`config.mk`:
```
export PLATFORM = sky130hd
export DESIGN_NAME = fetch_stage
export DESIGN_NICKNAME = d
export VERILOG_FILES = /design/src/rtl/fetch_stage.sv
export SDC_FILE = /design/constraint.sdc
export NUM_CORES = 1
export LEC_CHECK = 0
export BUFFER_PORTS_ARGS = -buffer_cell sky130_fd_sc_hd__buf_2
export CORE_ASPECT_RATIO = 1.75
export CORE_UTILIZATION = 45
export DETAILED_ROUTE_END_ITERATION = 8
export PLACE_DENSITY = 0.76
export SLEW_MARGIN = 20
export SYNTH_ARGS = -nofsm -noshare
export SYNTH_HDL_FRONTEND = slang
export SYNTH_SLANG_ARGS = --single-unit
```
`constraint.sdc`:
```
create_clock -name clk -period 1.7 [get_ports clk]
set_input_delay 0.085 -clock clk [delete_from_list [all_inputs] [get_ports clk]]
set_output_delay 0.085 -clock clk [all_outputs]
set_load 0.01 [all_outputs]
```
`src/rtl/fetch_stage.sv`:
```
`default_nettype none
// ============================================================================
// Module   : fetch_stage
// Purpose  : Instruction-fetch stage. Owns the program counter and the IF/ID
//            pipeline register. Selects the next PC from branch redirect,
//            hold (halt or stall) or the external incrementer's pc_inc.
//            Inserts NOP bubbles on branch flush and while halted.
// Revision : 1.0 - initial release
//
// Ports:
//   clk            in   1        clock, rising edge
//   reset_n        in   1        asynchronous active-low reset
//   pc             out  PC_W     current PC (to incrementer and imem)
//   pc_inc         in   PC_W     pc+1 from the external incrementer
//   imem_data      in   INSTR_W  instruction at address pc
//   stall          in   1        hold PC and IF/ID
//   branch_taken   in   1        redirect to branch_target, flush IF/ID
//   branch_target  in   PC_W     redirect address
//   resume         in   1        leave the halted state
//   if_id_instr    out  INSTR_W  registered instruction for decode
//   if_id_pc_inc   out  PC_W     registered pc_inc with the instruction
//   if_id_valid    out  1        IF/ID holds a real instruction
//   halted         out  1        fetch is halted
//
// Optional feature (macro FETCH_STATS_EN):
//   stat_fetched   out  16       saturating count of valid IF/ID loads
//   stat_stalls    out  16       saturating count of stall edges in RUN
//   stat_flushes   out  16       saturating count of branch_taken edges
// ============================================================================
module fetch_stage #(
  parameter int                 PC_W        = 7,
  parameter int                 INSTR_W     = 16,
  parameter logic [PC_W-1:0]    RESET_PC    = 7'd0,
  parameter logic [3:0]         HALT_OPCODE = 4'hF,
  parameter logic [INSTR_W-1:0] NOP_INSTR   = 16'h0000
) (
  input  logic               clk,
  input  logic               reset_n,
  output logic [PC_W-1:0]    pc,
  input  logic [PC_W-1:0]    pc_inc,
  input  logic [INSTR_W-1:0] imem_data,
  input  logic               stall,
  input  logic               branch_taken,
  input  logic [PC_W-1:0]    branch_target,
  input  logic               resume,
  output logic [INSTR_W-1:0] if_id_instr,
  output logic [PC_W-1:0]    if_id_pc_inc,
  output logic               if_id_valid,
  output logic               halted
`ifdef FETCH_STATS_EN
  ,
  output logic [15:0]        stat_fetched,
  output logic [15:0]        stat_stalls,
  output logic [15:0]        stat_flushes
`endif
);

  typedef enum logic [0:0] {
    ST_RUN    = 1'b0,
    ST_HALTED = 1'b1
  } state_e;

  state_e               state_q, state_d;
  logic [PC_W-1:0]      pc_q, pc_d;
  logic [INSTR_W-1:0]   instr_q, instr_d;
  logic [PC_W-1:0]      pc_inc_q, pc_inc_d;
  logic                 valid_q, valid_d;

  // Next-state: branch beats halt, halt beats stall, stall beats sequential.
  always_comb begin
    state_d  = state_q;
    pc_d     = pc_q;
    instr_d  = instr_q;
    pc_inc_d = pc_inc_q;
    valid_d  = valid_q;

    if (branch_taken) begin
      // Redirect also releases a halt; IF/ID gets a one-cycle bubble.
      pc_d    = branch_target;
      instr_d = NOP_INSTR;
      valid_d = 1'b0;
      state_d = ST_RUN;
    end else if (state_q == ST_HALTED) begin
      // PC parks on the instruction after the halt so resume refetches it.
      instr_d = NOP_INSTR;
      valid_d = 1'b0;
      if (resume) begin
        state_d = ST_RUN;
      end
    end else if (stall) begin
      // Hold everything.
    end else begin
      pc_d     = pc_inc;
      instr_d  = imem_data;
      pc_inc_d = pc_inc;
      valid_d  = 1'b1;
      // The halt instruction itself still goes to decode as valid.
      if (imem_data[INSTR_W-1 -: 4] == HALT_OPCODE) begin
        state_d = ST_HALTED;
      end
    end
  end

  always_ff @(posedge clk or negedge reset_n) begin
    if (!reset_n) begin
      state_q  <= ST_RUN;
      pc_q     <= RESET_PC;
      instr_q  <= NOP_INSTR;
      pc_inc_q <= '0;
      valid_q  <= 1'b0;
    end else begin
      state_q  <= state_d;
      pc_q     <= pc_d;
      instr_q  <= instr_d;
      pc_inc_q <= pc_inc_d;
      valid_q  <= valid_d;
    end
  end

  assign pc           = pc_q;
  assign if_id_instr  = instr_q;
  assign if_id_pc_inc = pc_inc_q;
  assign if_id_valid  = valid_q;
  assign halted       = (state_q == ST_HALTED);

`ifdef FETCH_STATS_EN
  logic        fetch_ev, stall_ev, flush_ev;
  logic [15:0] fetched_q, stalls_q, flushes_q;

  assign flush_ev = branch_taken;
  assign stall_ev = !branch_taken && (state_q == ST_RUN) && stall;
  assign fetch_ev = !branch_taken && (state_q == ST_RUN) && !stall;

  // Counters stick at all-ones instead of wrapping.
  always_ff @(posedge clk or negedge reset_n) begin
    if (!reset_n) begin
      fetched_q <= '0;
      stalls_q  <= '0;
      flushes_q <= '0;
    end else begin
      if (fetch_ev && (fetched_q != 16'hFFFF)) fetched_q <= fetched_q + 16'd1;
      if (stall_ev && (stalls_q  != 16'hFFFF)) stalls_q  <= stalls_q  + 16'd1;
      if (flush_ev && (flushes_q != 16'hFFFF)) flushes_q <= flushes_q + 16'd1;
    end
  end

  assign stat_fetched = fetched_q;
  assign stat_stalls  = stalls_q;
  assign stat_flushes = flushes_q;
`endif

endmodule
`default_nettype wire

```
==> run metrics, run 1 <==
Critical Path RT approximately 1900 ps; failing checks DRC; vias in the first global route 988; worst slack at placement 337 ps; clk sink count 32; CP max-delay cell dfrtp_1; Worst Tran Pin Value 680 ps; fraction of registers with async set/reset 100%; full die area around 3200 um^2; Yosys cell types 20; top cell type's share of synthesized area ~59%; Hold Path Stages 2; vias after detailed routing 1056; # setup viols final 0; num rows 26; largest net degree at the start of global routing 33; H-tree levels 2; Slew Viols, Final 0; die height between 70 and 80 um; synthesized area 1360 um^2; Finished Core Util 61.9%; clock skew 2.68 ps; status finished with violations; Relative slew margins 54.7%; placed inst area 1690 um^2; Power Total 1.76 mW; cells after synthesis 93; Top delay family on crit path flip-flops; startpoint types flop; Critical Path Sink Type flop; cell area after layout 1790 um^2; setup TNS 0 ps; fin worst setup slack 314 ps; Core Region 2900 um^2; first-pass GRT wire length 4.59 mm; internal power 1.33 mW; Post-synth EDFFs 0; Hold EP if_id_instr[5]; MaxCap Viol Count 0; RR Startpoint halted; gpl congestion 0.752; setup slack, reg-to-reg 310 ps; Comb power frac 16.3%; Clk pwr share 35.0%; critical path arrival ~1600 ps; worst-path maximum fanout 11; Final Routed Wirelength 2.94 mm; All-Layer GR Usage 19.8%; pwr dens about 1000 nW/um^2; PortBufs 66; layout cells sized above 1 58.3%; Seq/Total Area, Yosys 59.1%; min-delay worst type in -> reg; area leader, netlist dfrtp_1; # DRC 6; Die Width between 40 and 50 um; Layout area overhead 32.2%; Iteration-0 DRC Markers 28; CTS Buf Count 5; # fillers 238; # IOs 67; R2R cell count 3; Layout Nets 198; leak pwr 0.926 nW; final hold vios 0; post-CTS sizing 0; min cycle time layout roughly 1400 ps; Reg2Reg Capture Point pc[2]; # hold bufs at CTS 1; Max Root-Sink Buffers 2; FF+latch count, synth 32; CTS clock-pin slew for the worst setup and hold paths 60 ps; part of the power in registers between 40% and 50%; Syn Nets 128; Fmax 0.722 GHz; initial antenna violation count 0; Initial Utilization 46.8%; GRT overflow 0; final antenna-violating net count 0; Pre-antenna DRT Iters 6; postcts setup bufs 0; diodes inserted 0; vias per cell 5.53; Buf/Inv on CP 1; critical path class reg -> reg; Largest stage delay, worst path 420 ps; Hold Path Origin imem_data[5]; latest clock arrival within the worst-skew pair about 280 ps; Avg Synthesized Cell Area 14.6 um^2; post-route clock period utilization 81.5%; RSZ-0062 raised after global routing no; Sw Ratio 24.4%; yosys warns 0; hpwl dp ~2.1 mm; Psw 0.430 mW; WL/cell 15.4 um; peak supply drop 0.701 mV; leading post-synthesis cells by cell area dfrtp_1 (59%), a22o_2 (7.4%), a221o_1 (5.2%); Main synth FF type dfrtp_1; CTS tree yes; CP cell instances buf_4 > or2_1 > a221o_1; Root Driver clkbuf_8
==> final cells by class <==
cell class	count	area, um^2	area share, %
timing repair buffer	72	378	21.1
inverter	1	3.75	0.209
multi-input combinational	51	478	26.7
tap	28	35.0	1.96
sequential	32	801	44.7
clock buffer	7	96.3	5.38
==> worst max-delay path by stage <==
stage                 from         endpoint  slack (ps)  depth (start not counted)
floorplan           halted  if_id_pc_inc[3]         380                          3
global placement    halted            pc[5]         380                          3
detailed placement  halted            pc[1]         340                          3
CTS                 halted  if_id_pc_inc[1]         330                          2
global route        halted  if_id_pc_inc[2]         250                          2
finish              halted            pc[2]         310                          3
==> metrics by stage <==
stage,std cells,hold WS (ps)
CTS,191,19.6
floorplan,93,-211
detailed placement,183,172
finish,191,27.8
global placement,183,153
global route,191,22.1
==> cell usage after synthesis (3+ instances only) <==
library cell,number
a221o_1,7
a22o_1,6
a22o_2,10
buf_2,3
buf_6,4
dfrtp_1,32
mux2_1,3
mux2_2,4
nor2b_1,7
nor4b_1,7
==> cell usage in the layout (no fill, tap or decap), drive strengths merged <==
cell and count:
a31o 1, dlygate4sd3 1, nor3 1, and3 1, nor2b 7, a221o 7
nor3b 2, nor4b 7, buf 71, a211oi 1, clkbuf 7, a22o 16
mux2 7, inv 1, or2 1, dfrtp 32
==> registers in the layout, indices dropped and copies added, names as in the netlist <==
signal / count
halted: 1
if_id_pc_inc: 7
if_id_valid: 1
if_id_instr: 16
pc: 7
==> cell families after synthesis <==
group,Yosys count,synth area share [%]
flops,32,59.1
simple gates,19,11.8
buf+inv,10,5.63
mux,7,5.82
compound gates,25,17.6
==> routing by layer <==
metal  GRT usage (%)  wire, um
met1            23.9      1200
met3            5.83       179
met4            11.1        63
met2            31.5      1500
met5               0         0
==> power groups by stage <==
stage	clock network, mW	logic, mW	registers [mW]
5_1_grt	0.669	0.318	0.865
2_1_floorplan	0	0.120	0.904
3_3_place_gp	0	0.281	0.871
6_report	0.617	0.288	0.859
3_5_place_dp	0	0.291	0.871
4_1_cts	0.636	0.293	0.859
(Power assumes the default switching activity.)
==> run 2: changes to the inputs <==
--- a/config.mk
+++ b/config.mk
@@ -7,9 +7,9 @@
 export LEC_CHECK = 0
 export BUFFER_PORTS_ARGS = -buffer_cell sky130_fd_sc_hd__buf_2
 export CORE_ASPECT_RATIO = 1.75
-export CORE_UTILIZATION = 45
+export CORE_UTILIZATION = 40
 export DETAILED_ROUTE_END_ITERATION = 8
-export PLACE_DENSITY = 0.76
+export PLACE_DENSITY = 0.71
 export SLEW_MARGIN = 20
 export SYNTH_ARGS = -nofsm -noshare
 export SYNTH_HDL_FRONTEND = slang
==> constraint.sdc (replaced) <==
create_clock -name clk -period 1.2 [get_ports clk]
set_input_delay 0.06 -clock clk [delete_from_list [all_inputs] [get_ports clk]]
set_output_delay 0.06 -clock clk [all_outputs]
set_load 0.01 [all_outputs]
==> run 2 against run 1 <==
  * The flow now finishes without violations
  * Clock-buffer cell count grew 1
  * Maximum frequency grew 17%
  * Sequential share of layout area shrank 3.9 points
  * Worst setup slack lost 300 ps
  * Non-clock buffer count grew 15
  * Register-to-register slack lost 300 ps
  * Die area grew 12%
  * Final cell count grew 16%
  * Sequential power grew 42%
  * Sequential cell count is the same
  * Critical path type unchanged
  * Largest cell class unchanged
==> run metrics, run 2 (same netlist as run 1, synthesis figures left out) <==
CTS clock-pin slew for the worst setup and hold paths 60 ps (about the same); critical path class reg -> reg; max reg flops 16 (unchanged); min-delay worst type in -> reg; min cycle time layout 1190 ps (-198 ps); placed inst area 1760 um^2 (+4.5%); # fillers 282 (+18%); MaxCap Viol Count 0 (unchanged); RR Startpoint halted; CTS Buf Count 5 (unchanged); RSZ-0062 raised after global routing yes; Layout Nets 213 (+7.6%); Pre-antenna DRT Iters 3 (-3); GRT overflow 0 (unchanged); Reg2Reg Capture Point if_id_pc_inc[6]; setup slack, reg-to-reg 10 ps (-300 ps); Hold EP if_id_instr[6]; Critical Path RT 1360 ps (-500 ps); most common cell after layout, fill and taps aside buf_2; Core Region 3180 um^2 (+9.7%); Power Total 2.52 mW (+43%); Slew Viols, Final 0 (unchanged); R2R cell count 3 (unchanged); latest clock arrival within the worst-skew pair 280 ps (about the same); WL/cell 14.0 um (-9.0%); status finished, final reports clean; layout cells sized above 1 60.3% (+2.1 points); post-route clock period utilization 99.0% (+17 points); PortBufs 66 (unchanged); Buf/Inv on CP 1 (unchanged); pwr dens 1280 nW/um^2 (+30%); num rows 27 (+3.8%); full die area 3630 um^2 (+12%); startpoint types flop; clk sink count 32 (unchanged); H-tree levels 2 (unchanged); initial antenna violation count 0 (unchanged); commonest cells after routing, fill and taps aside buf_2 (66), dfrtp_1 (31), buf_4 (11); Root Driver clkbuf_8; final antenna-violating net count 0 (unchanged); first-pass GRT wire length 5.08 mm (+11%); die height 79.0 um (+5.9%); Final Routed Wirelength 3.11 mm (+5.7%); vias after detailed routing 1126 (+6.6%); Initial Utilization 42.7% (-4.1 points); hpwl dp 2.33 mm (+9.4%); vias per cell 5.07 (-8.3%); Fmax 0.842 GHz (+17%); diodes inserted 0 (unchanged); gpl congestion 0.680 (-9.5%); Hold Path Origin imem_data[6]; final hold vios 0 (unchanged); DP Cell Count 204 (+11%); largest net degree at the start of global routing 20 (-39%); Worst Tran Pin Value 417 ps (-263 ps); worst-path maximum fanout 4 (-7); Relative slew margins 72.2% (+18 points); Max Root-Sink Buffers 2 (unchanged); # IOs 67 (unchanged); critical path arrival 1350 ps (-200 ps); cell area after layout 1970 um^2 (+9.8%); clock skew 1.93 ps (-0.749 ps); Layout area overhead 45.2%; peak supply drop 0.794 mV (+13%); Top delay family on crit path flip-flops; CP max-delay cell dfrtp_2; All-Layer GR Usage 19.5% (-0.33 points); Hold Path Stages 2 (unchanged); Critical Path Sink Type flop; Iteration-0 DRC Markers 28 (unchanged); # DRC 0 (-6); register area 802 um^2 (+0.16%); leak pwr 1.01 nW (+8.6%); final non-filler cell total 222 (+16%); # setup viols final 0 (unchanged); CTS tree yes; vias in the first global route 1119 (+13%); Die Width 46.0 um (+5.8%); Largest stage delay, worst path 430 ps (about the same); CP cell instances nor3_4 > buf_4 > mux2_2; multi-input combinational cell area 504 um^2 (+5.5%)
## run 2: per-stage QoR
step | hold WS, ps | worst slack (ps) | utilization [%] | setup TNS, ps
after floorplan | -236 | -50.8 | - | -593
after global placement | 9.36 | -1.14 | 55.5 | -3.22
after detailed placement | 18.2 | -32.5 | 55.5 | -122
after CTS | 1.11 | -10.0 | 61.2 | -14.4
after global routing | 0.245 | -50.6 | 62.0 | -767
final | 12.2 | 12.5 | 62.0 | 0
## run 2: power by group
group / total (mW) / internal (mW) / switching, mW
sequential: 1.22 / 1.17 / 0.0512
combinational: 0.464 / 0.256 / 0.209
clock: 0.828 / 0.467 / 0.362
total: 2.52 / 1.89 / 0.622
## run 2: worst max path at each step
stage          startpoint  slack [ps]              end  cells after the start
2_1_floorplan      halted         -50  if_id_pc_inc[3]                      3
3_3_place_gp       halted          -1  if_id_pc_inc[2]                      3
3_5_place_dp       halted         -30  if_id_pc_inc[6]                      3
4_1_cts            halted         -10  if_id_pc_inc[6]                      3
5_1_grt            halted         -50  if_id_pc_inc[5]                      3
6_report           halted          10  if_id_pc_inc[6]                      3
## run 2: layout make-up
type                            count  area share (%)
Sequential cell                    32            40.8
Timing Repair Buffer               87            26.1
Multi-Input combinational cell     51            25.6
Clock buffer                        8            4.58
Tap cell                           43            2.73
Inverter                            1           0.191
## run 2: layer usage
metal | vias to the layer above | track usage, % | wire, um
li1 | 523 | - | -
met1 | 553 | 23.8 | 1270
met2 | 43 | 29.2 | 1590
met3 | 7 | 7.05 | 181
met4 | 0 | 10.3 | 66
met5 | - | 0 | 0
## run 2: repair_timing
| item | in CTS | in global routing |
|---|---|---|
| endpoints found under the setup margin | 10 | 24 |
| setup buffers | 1 | 0 |
| endpoints found under the hold margin | 25 | 1 |
| resized for setup | 1 | 3 |
| hold buffers | 8 | 1 |
| pin swaps | 0 | 0 |
==> run 3: changes to the inputs <==
--- a/config.mk
+++ b/config.mk
@@ -7,9 +7,9 @@
 export LEC_CHECK = 0
 export BUFFER_PORTS_ARGS = -buffer_cell sky130_fd_sc_hd__buf_2
 export CORE_ASPECT_RATIO = 1.75
-export CORE_UTILIZATION = 40
+export CORE_UTILIZATION = 45
 export DETAILED_ROUTE_END_ITERATION = 8
-export PLACE_DENSITY = 0.71
+export PLACE_DENSITY = 0.76
 export SLEW_MARGIN = 20
 export SYNTH_ARGS = -nofsm -noshare
 export SYNTH_HDL_FRONTEND = slang
==> constraint.sdc (replaced) <==
create_clock -name clk -period 1.1 [get_ports clk]
set_input_delay 0.055 -clock clk [delete_from_list [all_inputs] [get_ports clk]]
set_output_delay 0.055 -clock clk [all_outputs]
set_load 0.01 [all_outputs]
==> run 3 against run 2 <==
  * Routed wire length rose by 8.6%
  * Die area down 11%
  * Maximum frequency rose by 0.32%
  * Largest power group unchanged
  * First-iteration DRC count is 18% higher
  * Final cell count down 7.2%
  * Sequential share of layout area down 1.1 points
  * Largest cell class unchanged
  * The flow now finishes with violations (DRC, setup timing)
  * Register-to-register slack worse by 96 ps
  * Hold slack worse by 9.7 ps
  * Critical path depth stayed put
  * Global-route usage grew 3.1 points
==> run metrics, run 3 (same netlist as run 1, synthesis figures left out) <==
Worst Tran Pin Value 286 ps (-131 ps); clock skew 5.55 ps (+3.63 ps); R2R cell count 3 (unchanged); final non-filler cell total 206 (-7.2%); worst slack at placement -79.9 ps (-47.4 ps); # fillers 210 (-26%); diodes inserted 0 (unchanged); MaxCap Viol Count 0 (unchanged); first-pass GRT wire length 5.31 mm (+4.5%); post-route clock period utilization 108% (+8.7 points); CTS Buf Count 5 (unchanged); fin worst setup slack -83.8 ps (-96.3 ps); clk sink count 32 (unchanged); Critical Path Sink Type flop; CP max-delay cell dfrtp_2; setup slack, reg-to-reg -80 ps (-100 ps); # DRC 10 (+10); Layout Nets 212 (-0.47%); pwr dens 1410 nW/um^2 (+11%); num rows 26 (-3.7%); full die area 3240 um^2 (-11%); critical path class reg -> reg; All-Layer GR Usage 22.6% (+3.1 points); max reg flops 16 (unchanged); gpl congestion 0.720 (+5.9%); Critical Path Start halted; GRT overflow 0 (unchanged); Finished Core Util 69.8% (+7.9 points); Pre-antenna DRT Iters 6 (+3); DP Cell Count 191 (-6.4%); startpoint types flop; Buf/Inv on CP 1 (unchanged); latest clock arrival within the worst-skew pair 280 ps (about the same); PortBufs 66 (unchanged); Reg2Reg Capture Point if_id_pc_inc[1]; Slew Viols, Final 0 (unchanged); CTS clock-pin slew for the worst setup and hold paths 60 ps (about the same); # setup viols final 31 (+31); Iteration-0 DRC Markers 33 (+18%); largest net degree at the start of global routing 16 (-20%); RSZ-0062 raised after global routing yes; layout cells sized above 1 64.0% (+3.7 points); Hold Path Stages 2 (unchanged); CTS tree yes; min cycle time layout 1180 ps (-3.74 ps); initial antenna violation count 0 (unchanged); most common cell after layout, fill and taps aside buf_2; Largest stage delay, worst path 440 ps (about the same); final hold vios 0 (unchanged); Root Driver clkbuf_8; setup TNS -1640 ps (-1640 ps); H-tree levels 2 (unchanged); RR Startpoint halted; Min Hold Slack 2.47 ps (-9.71 ps); WL/cell 16.4 um (+17%); vias after detailed routing 1139 (+1.2%); Top delay family on crit path flip-flops; Hold EP if_id_instr[6]; Final Routed Wirelength 3.38 mm (+8.6%); status finished with violations; Layout area overhead 49.2%; peak supply drop 1.02 mV (+29%); Critical Path RT 1270 ps (-90 ps); Max Root-Sink Buffers 2 (unchanged); die height 74.6 um (-5.6%); Relative slew margins 80.6% (+8.4 points); min-delay worst type in -> reg; vias per cell 5.53 (+9.0%); CP cell instances nor3_4 > buf_6 > mux2_4; Core Region 2900 um^2 (-8.8%); commonest cells after routing, fill and taps aside buf_2 (66), dfrtp_1 (31), a22o_2 (9); Die Width 43.5 um (-5.5%); vias in the first global route 1159 (+3.6%); final antenna-violating net count 0 (unchanged); # IOs 67 (unchanged); Initial Utilization 46.8% (+4.1 points); worst-path maximum fanout 5 (+1); critical path arrival 1350 ps (about the same); failing checks DRC, setup timing; leak pwr 1.04 nW (+3.6%); Hold Path Origin imem_data[6]; Fmax 0.845 GHz (+0.32%)
==> run 3: cell types whose count changed in the layout (fill, tap and decap cells not counted), sizes merged <==
cell,before,now
dlygate4sd3,9,7
buf,78,79
==> run 3: power breakdown <==
part	switching, mW	total [mW]	internal, mW
Clock	0.410	0.980	0.570
Sequential	0.0566	1.34	1.28
Combinational	0.243	0.543	0.301
Total	0.709	2.86	2.15
==> run 3: layer usage <==
metal	routed length (um)	up-vias	share of wire [%]	global-route usage, %
li1	-	520	-	-
met1	1240	561	37	26.1
met2	1860	50	55	38.4
met3	186	8	5.5	5.10
met4	90	0	2.7	12.2
met5	0	-	0	0
==> run 3: layout make-up <==
class	count	area, um^2	area share (%)
clock buffer	8	100	4.95
inverter	1	3.75	0.186
multi-input combinational	51	561	27.7
sequential	32	802	39.7
tap	28	35.0	1.73
timing repair buffer	86	520	25.7
==> run 3: timing repair <==
| item | in CTS | in global routing |
|---|---|---|
| hold buffers | 7 | 0 |
| buffers inserted | 0 | 0 |
| endpoints found under the setup margin | 31 | 32 |
| resized for setup | 10 | 9 |
| endpoints found under the hold margin | 38 | 0 |
==> run 3: how the worst max path moves through the flow <==
stage | end | slack, ps | depth (start not counted)
floorplan | if_id_pc_inc[3] | -150 | 3
global placement | if_id_instr[12] | -40 | 4
detailed placement | pc[3] | -80 | 2
CTS | if_id_instr[8] | -100 | 4
global route | if_id_pc_inc[1] | -140 | 3
finish | if_id_pc_inc[1] | -80 | 3
==> run 3: per-stage QoR <==
stage / total power [mW] / cell area [um^2]
6_report: 2.86 / 2020
5_1_grt: 2.98 / 2020
3_5_place_dp: 1.84 / 1760
4_1_cts: 2.86 / 1970
2_1_floorplan: 1.60 / 1370
3_3_place_gp: 1.82 / 1760
